--- src/rtl/reg_dump_reader.sv ---
// reg_dump_reader: walks registers FIRST_REG..LAST_REG through a register-file
// read port and streams each as a header byte plus four data bytes (MSB first).
//
// Ports:
//   CLK, RST      clock; asynchronous active-low reset
//   Start, Abort  dump request (idle only) / synchronous cancel
//   ReadReg       register-file read address (always idx)
//   ReadData      combinational register-file read data for ReadReg
//   OutByte       registered stream byte
//   OutValid      OutByte valid (registered, state SEND)
//   OutReady      downstream accepts OutByte this cycle
//   Busy          dump in progress (any state but IDLE)
//   Done          one-cycle pulse after the last byte of a completed dump

module reg_dump_reader #(
    parameter int FIRST_REG = 1,
    parameter int LAST_REG  = 31
) (
    input  logic        CLK,
    input  logic        RST,
    input  logic        Start,
    input  logic        Abort,
    output logic [4:0]  ReadReg,
    input  logic [31:0] ReadData,
    output logic [7:0]  OutByte,
    output logic        OutValid,
    input  logic        OutReady,
    output logic        Busy,
    output logic        Done
);

    localparam logic [4:0] FIRST_IDX = FIRST_REG[4:0];
    localparam logic [4:0] LAST_IDX  = LAST_REG[4:0];

    typedef enum logic [1:0] {
        IDLE,
        CAPTURE,
        SEND,
        DONE
    } state_t;

    state_t      state;
    state_t      stateNext;
    logic [4:0]  idx;
    logic [4:0]  idxNext;
    logic [31:0] shadow;
    logic [31:0] shadowNext;
    logic [2:0]  byteCnt;
    logic [2:0]  byteCntNext;
    logic [7:0]  outByteQ;
    logic [7:0]  outByteNext;
    logic [7:0]  followByte;

    always_ff @(posedge CLK or negedge RST) begin
        if (!RST) begin
            state    <= IDLE;
            idx      <= FIRST_IDX;
            shadow   <= '0;
            byteCnt  <= '0;
            outByteQ <= '0;
        end else begin
            state    <= stateNext;
            idx      <= idxNext;
            shadow   <= shadowNext;
            byteCnt  <= byteCntNext;
            outByteQ <= outByteNext;
        end
    end

    // Byte that follows the one currently offered, so OutByte can stay
    // registered: it is loaded on the same edge that accepts the current byte.
    always_comb begin
        followByte = outByteQ;
        case (byteCnt)
            3'd0:    followByte = shadow[31:24];
            3'd1:    followByte = shadow[23:16];
            3'd2:    followByte = shadow[15:8];
            3'd3:    followByte = shadow[7:0];
            default: followByte = outByteQ;
        endcase
    end

    always_comb begin
        stateNext   = state;
        idxNext     = idx;
        shadowNext  = shadow;
        byteCntNext = byteCnt;
        outByteNext = outByteQ;

        unique case (state)
            IDLE: begin
                if (Start && !Abort) begin
                    idxNext   = FIRST_IDX;
                    stateNext = CAPTURE;
                end
            end

            CAPTURE: begin
                if (Abort) begin
                    stateNext = IDLE;
                end else begin
                    // Snapshot now; later writes to this register are not seen.
                    shadowNext  = ReadData;
                    byteCntNext = '0;
                    outByteNext = {3'b000, idx};
                    stateNext   = SEND;
                end
            end

            SEND: begin
                // Abort wins over a transfer in the same cycle.
                if (Abort) begin
                    stateNext = IDLE;
                end else if (OutReady) begin
                    byteCntNext = byteCnt + 3'd1;
                    if (byteCnt == 3'd4) begin
                        if (idx == LAST_IDX) begin
                            stateNext = DONE;
                        end else begin
                            idxNext   = idx + 5'd1;
                            stateNext = CAPTURE;
                        end
                    end else begin
                        outByteNext = followByte;
                    end
                end
            end

            DONE: begin
                stateNext = IDLE;
            end

            default: begin
                stateNext = IDLE;
            end
        endcase
    end

    assign ReadReg  = idx;
    assign OutByte  = outByteQ;
    assign OutValid = (state == SEND);
    assign Busy     = (state != IDLE);
    assign Done     = (state == DONE);

endmodule

--- config.mk ---
export PLATFORM = sky130hd
export DESIGN_NAME = reg_dump_reader
export DESIGN_NICKNAME = d
export VERILOG_FILES = /design/src/rtl/reg_dump_reader.sv
export SDC_FILE = /design/constraint.sdc
export NUM_CORES = 1
export LEC_CHECK = 0
export ABC_CLOCK_PERIOD_IN_PS = 2700
export CORE_MARGIN = 2
export CORE_UTILIZATION = 51
export CTS_CLUSTER_SIZE = 25
export DETAILED_ROUTE_END_ITERATION = 16
export GPL_TIMING_DRIVEN = 1
export HOLD_SLACK_MARGIN = 0.15
export PLACE_DENSITY = 0.77
export REMOVE_ABC_BUFFERS = 1
export SLEW_MARGIN = 20
export SYNTH_ARGS = -nofsm -noshare
export SYNTH_HDL_FRONTEND = slang
export SYNTH_SLANG_ARGS = --single-unit
--- constraint.sdc ---
create_clock -name CLK -period 2.7 [get_ports CLK]
set_clock_uncertainty 0.15 [all_clocks]
set_input_delay 0.54 -clock CLK [delete_from_list [all_inputs] [get_ports CLK]]
set_output_delay 0.54 -clock CLK [all_outputs]
set_load 0.005 [all_outputs]
* Word level (Yosys, flattened, before mapping) *
Index checks and enable logic that the tools add are counted.
Widths: inputs -> output; s select.

word-level totals
  flip-flop bits (word level) = 50
  output and inout port bits = 16
  logic and storage cells = 61

operators by class
  reduce and logical (&&, ||, !) cells = 12
  equality and inequality tests = 18
  bitwise gates (word level) = 1
  $add $sub $neg = 2
  multiplexer cells = 23

operators with widths
  cell                 number
  $mux 8               4
  $pmux 8 s4           1
  $mux 5               5
  $pmux 8 s2           1
  $mux 2               6
  $reduce_and 6->1     2
  $ne 2x2->1 const B   5
  $pmux 5 s2           1
  $mux 3               3
  $pmux 2 s4           1
  $eq 3x2->1 const B   2
  $ne 3x2->1 const B   2
  $pmux 3 s2           1
  $reduce_bool 2->1    3
  $add 5x1->5 const B  1
  $eq 5x5->1 const B   1
  $ne 5x1->1 const B   1
  $eq 2x2->1 const B   2
  $ne 2x1->1 const B   2
  $reduce_and 4->1     1
  $add 3x1->3 const B  1
  $eq 3x1->1 const B   1
  $eq 3x3->1 const B   1
  $logic_not 3->1      1
  7 further kinds      7

* Longest topological paths before layout *
  word-level depth = 6
  depth in mapped cells = 9
  depth with buffers taken out = 7

* Least setup slack after synthesis *
No wires, ideal clock.

  path kind = register to register
  start = register byteCnt[0]
  end = register outByteQ[0] (netlist: OutByte[0])
  slack = 0.766 ns
  setup time = 0.124 ns
  arrival time = 1.660 ns
  cell stages (with the launch flop) = 8
  path buffers = 2
  path through = dfrtp_1 -> ha_1 -> ha_1 -> buf_2 -> clkbuf_1 -> o31ai_1 -> a21oi_1 -> o31a_1

between the ends
  word-level cells in the longest chain between the ends = 6

RTL lines
  item                                      RTL line  text
  start, declared                           48        logic [2:0] byteCnt;
  start signal, assigned                    65        byteCnt <= byteCntNext;
  $eq 3x2->1, or another cell as far along  74        case (byteCnt)
  $pmux 8 s4                                74
  $mux 8                                    116       if (byteCnt == 3'd4) begin
  $mux 8                                    114       end else if (OutReady) begin
  $mux 8                                    112       if (Abort) begin
  $pmux 8 s2                                90        unique case (state)
  end signal, assigned                      66        outByteQ <= outByteNext;
  end, declared                             50        logic [7:0] outByteQ;

Several ways; a longest one is shown, not always the timed one. The select of a mux whose other input is x is not followed.
A chain may end at the register's enable or synchronous reset.

* Worst setup path after layout *
  start = register state[0]
  end = output OutValid

between the ends
  word-level cells in the longest chain between the ends = 1

RTL lines
  item                    RTL line  text
  start, declared         42        state_t state;
  start signal, assigned  62        state <= stateNext;
  $eq 2x2->1              141       assign OutValid = (state == SEND);
  end, declared           26        output logic OutValid,

No other way between the ends.

==> reports/metrics.cfg <==
[power_and_ir_drop]
p_comb_share_pct = 25.0
peakVddDrop_mv = 0.425
clkPwrFrac_pct = 25.0
powerDensity_nw_per_um2 = 635
seq_power_share_pct = 50.0
power.switching_mw = 0.562
swShare_pct = 27.4
p_leak_nw = 1.37
internal_power_mw = 1.49
power_mw = 2.05

[route]
viasPerCell = 5.55
postRouteAntennaNets = 0
via_count = 1830
drtPass1Iterations = 4
drt_iter0_markers = 114
wirelength_um = 5370
wl_per_cell_um = 16.3
drc = 0

[placement]
gp_congestion = 0.747
dp_hpwl_um = 3860
numPortBuffers = 52
dp.cells = 321

[worst_setup_path]
cp_top_family = buffers and inverters
cp_slowest_cell = clkdlybuf4s50_1
setup.worst_path.class = reg -> out
cp_num_buf_inv = 2
path_depth = 3
setup.worst_path.end_class = output port
cp_data_required_time_ps = 2010
crit_chain = nand2b_1 > inv_2 > clkdlybuf4s50_1
cp-start-kind = register
critPathMaxFanout = 14
worst_path_largest_cell_delay_ps = 560
r2r_cells = 6
critPathArrivalTime_ps = 1830

[die]
rows = 25
start_util_pct = 53.3
die_area_um2 = 5580
die_w_um = 74.7
dieHeight_um = 74.7
core_area_um2 = 4790
pin_count = 53

[timing]
worst_pin_slew_ps = 608
timing.fmax_mhz = 398
hold_viol = 0
finalCritPeriodShare_pct = 93.2
setup_violations = 0
final_max_slew_viol_count = 0
slew-limit-headroom_pct = 59.5
period_minus_slack_ps = 2520
rsz0062_at_grt = no
tns_ps = 0

[synth]
synthCells = 210
synth-edff-count = 0
ys_top_cells_by_count = dfrtp_1, mux2_1, mux2_2, a21oi_1, inv_1
syn_area_um2 = 2550
synth_flop_cell = dfrtp_1
synth_seq_cells = 50
syn-mean-instance-area_um2 = 12.1
synth_area_leader_cell = dfrtp_1
async_reset_ff_share_pct = 100
synth_top_area_share_pct = 48.1
seq_area_frac_synth_pct = 49.1
yosysWarnings = 0
synth.distinct_cells = 48
synth.most_common_cell = dfrtp_1
synth_area_leaders = dfrtp_1, mux2_1, mux2_2, ha_1, a222oi_1

[clock_network]
cts_buffers = 5
cts_tree = built
root_buffer = clkbuf_8
cts_resized = 0
clock_latency_ps = 300
path_clk_slew_ps = 90
h-tree-depth = 2
clock_sinks = 50
cts_buffer_depth = 2

[final_layout]
fillers = 373
nets = 306
num_antenna_cells = 0
multi_input_area_um2 = 1150
fin_cells = 330
regArea_um2 = 1250
syn_to_final_growth_pct = 27.0
final_core_util_pct = 67.7
drive_above_1_share_pct = 15.2

[global_routing]
grt_max_degree = 33
grt_pass1_vias = 1828
grt-ovfl-total = 0
met2_usage_pct = 32.4
grt_pass1_wl_um = 8680
use_met3_pct = 4.02
grt_antenna_before_repair = 0
grt_usage_pct = 20.7
busiest_layer = met2
grt_util_met1_pct = 29.2

[outcome]
outcome = completed

[flow_run]
max-cap-violations = 0

[hold_path]
min_path_cells = 1
worstHoldPathType = reg -> reg

-- stage by stage --
stage / setup WS, ps / hold slack, ps / cell area (um^2)
floorplan: 461 / 94.4 / 2450
global placement: 422 / 318 / 3120
detailed placement: 318 / 328 / 3120
CTS: 175 / 349 / 3240
global route: 60.6 / 371 / 3240
finish: 184 / 348 / 3240
-- flip-flops by register name, summed over array words and instances, names as in the netlist --
register / flops
OutByte: 8
byteCnt: 3
ReadReg: 5
state: 2
shadow: 32
-- what timing repair did --
item / 4_1_cts / 5_1_grt
hold endpoints to repair: 24 / 0
setup buffers: 0 / 0
hold buffers: 1 / 0
setup endpoints to repair: 0 / 0
-- cell families after synthesis --
family / count (synthesis) / share of synthesized area (%)
AO/OA/AOI/OAI: 51 / 15.6
flip-flops: 50 / 49.1
AND/OR/NAND/NOR: 39 / 10.0
multiplexers: 35 / 15.5
buffers and inverters: 26 / 5.69
adder cells (fa/ha/maj): 7 / 3.44
XOR/XNOR: 2 / 0.687
-- power groups by stage --
stage / logic, mW / clock network, mW / registers [mW]
after floorplan: 0.289 / 0 / 1.01
after global placement: 0.498 / 0 / 1.04
after detailed placement: 0.514 / 0 / 1.04
after CTS: 0.520 / 0.528 / 1.03
after global routing: 0.566 / 0.557 / 1.05
final: 0.514 / 0.514 / 1.03
-- cells in the final DEF, fill, tap and decap left out, drive strengths merged, types with 3 or more instances in the layout --
master / Yosys / routed
a2bb2oi: 5 / 5
nor2: 5 / 5
mux2: 35 / 35
ha: 7 / 7
nand2b: 3 / 3
nand3: 5 / 5
clkdlybuf4s50: 0 / 51
dfrtp: 49 / 49
o21ai: 5 / 5
a222oi: 8 / 8
clkbuf: 2 / 6
inv: 12 / 12
buf: 12 / 7
nand2: 11 / 11
a21oi: 13 / 13
a22o: 3 / 3
o31ai: 9 / 9
-- final timing paths --
kind                       startpoint         end  slack (ps)
setup / recovery             state[0]    OutValid         180
hold / removal             shadow[11]  shadow[11]         350
setup reg to reg           byteCnt[0]  OutByte[0]         290
hold reg to reg            shadow[11]  shadow[11]         350
max in group asynchronous         RST  ReadReg[0]        1160
min in group asynchronous         RST   shadow[0]         620
-- final cells by class --
| type | count | area share [%] |
|---|---|---|
| clock inverters | 2 | 1.16 |
| multi-input cells | 134 | 35.5 |
| well taps | 67 | 2.59 |
| clock buffers | 6 | 2.24 |
| inverters | 12 | 1.39 |
| repair buffers | 59 | 18.4 |
| flip-flops and latches | 50 | 38.7 |
-- per-layer routing --
| layer | up-vias | share of wire (%) |
|---|---|---|
| met2 | 50 | 48 |
| met3 | 11 | 4.2 |
| met1 | 897 | 46 |
| met5 | - | 0 |
| li1 | 872 | - |
| met4 | 0 | 2.0 |
No activity file was read; power rests on OpenSTA's default activity.
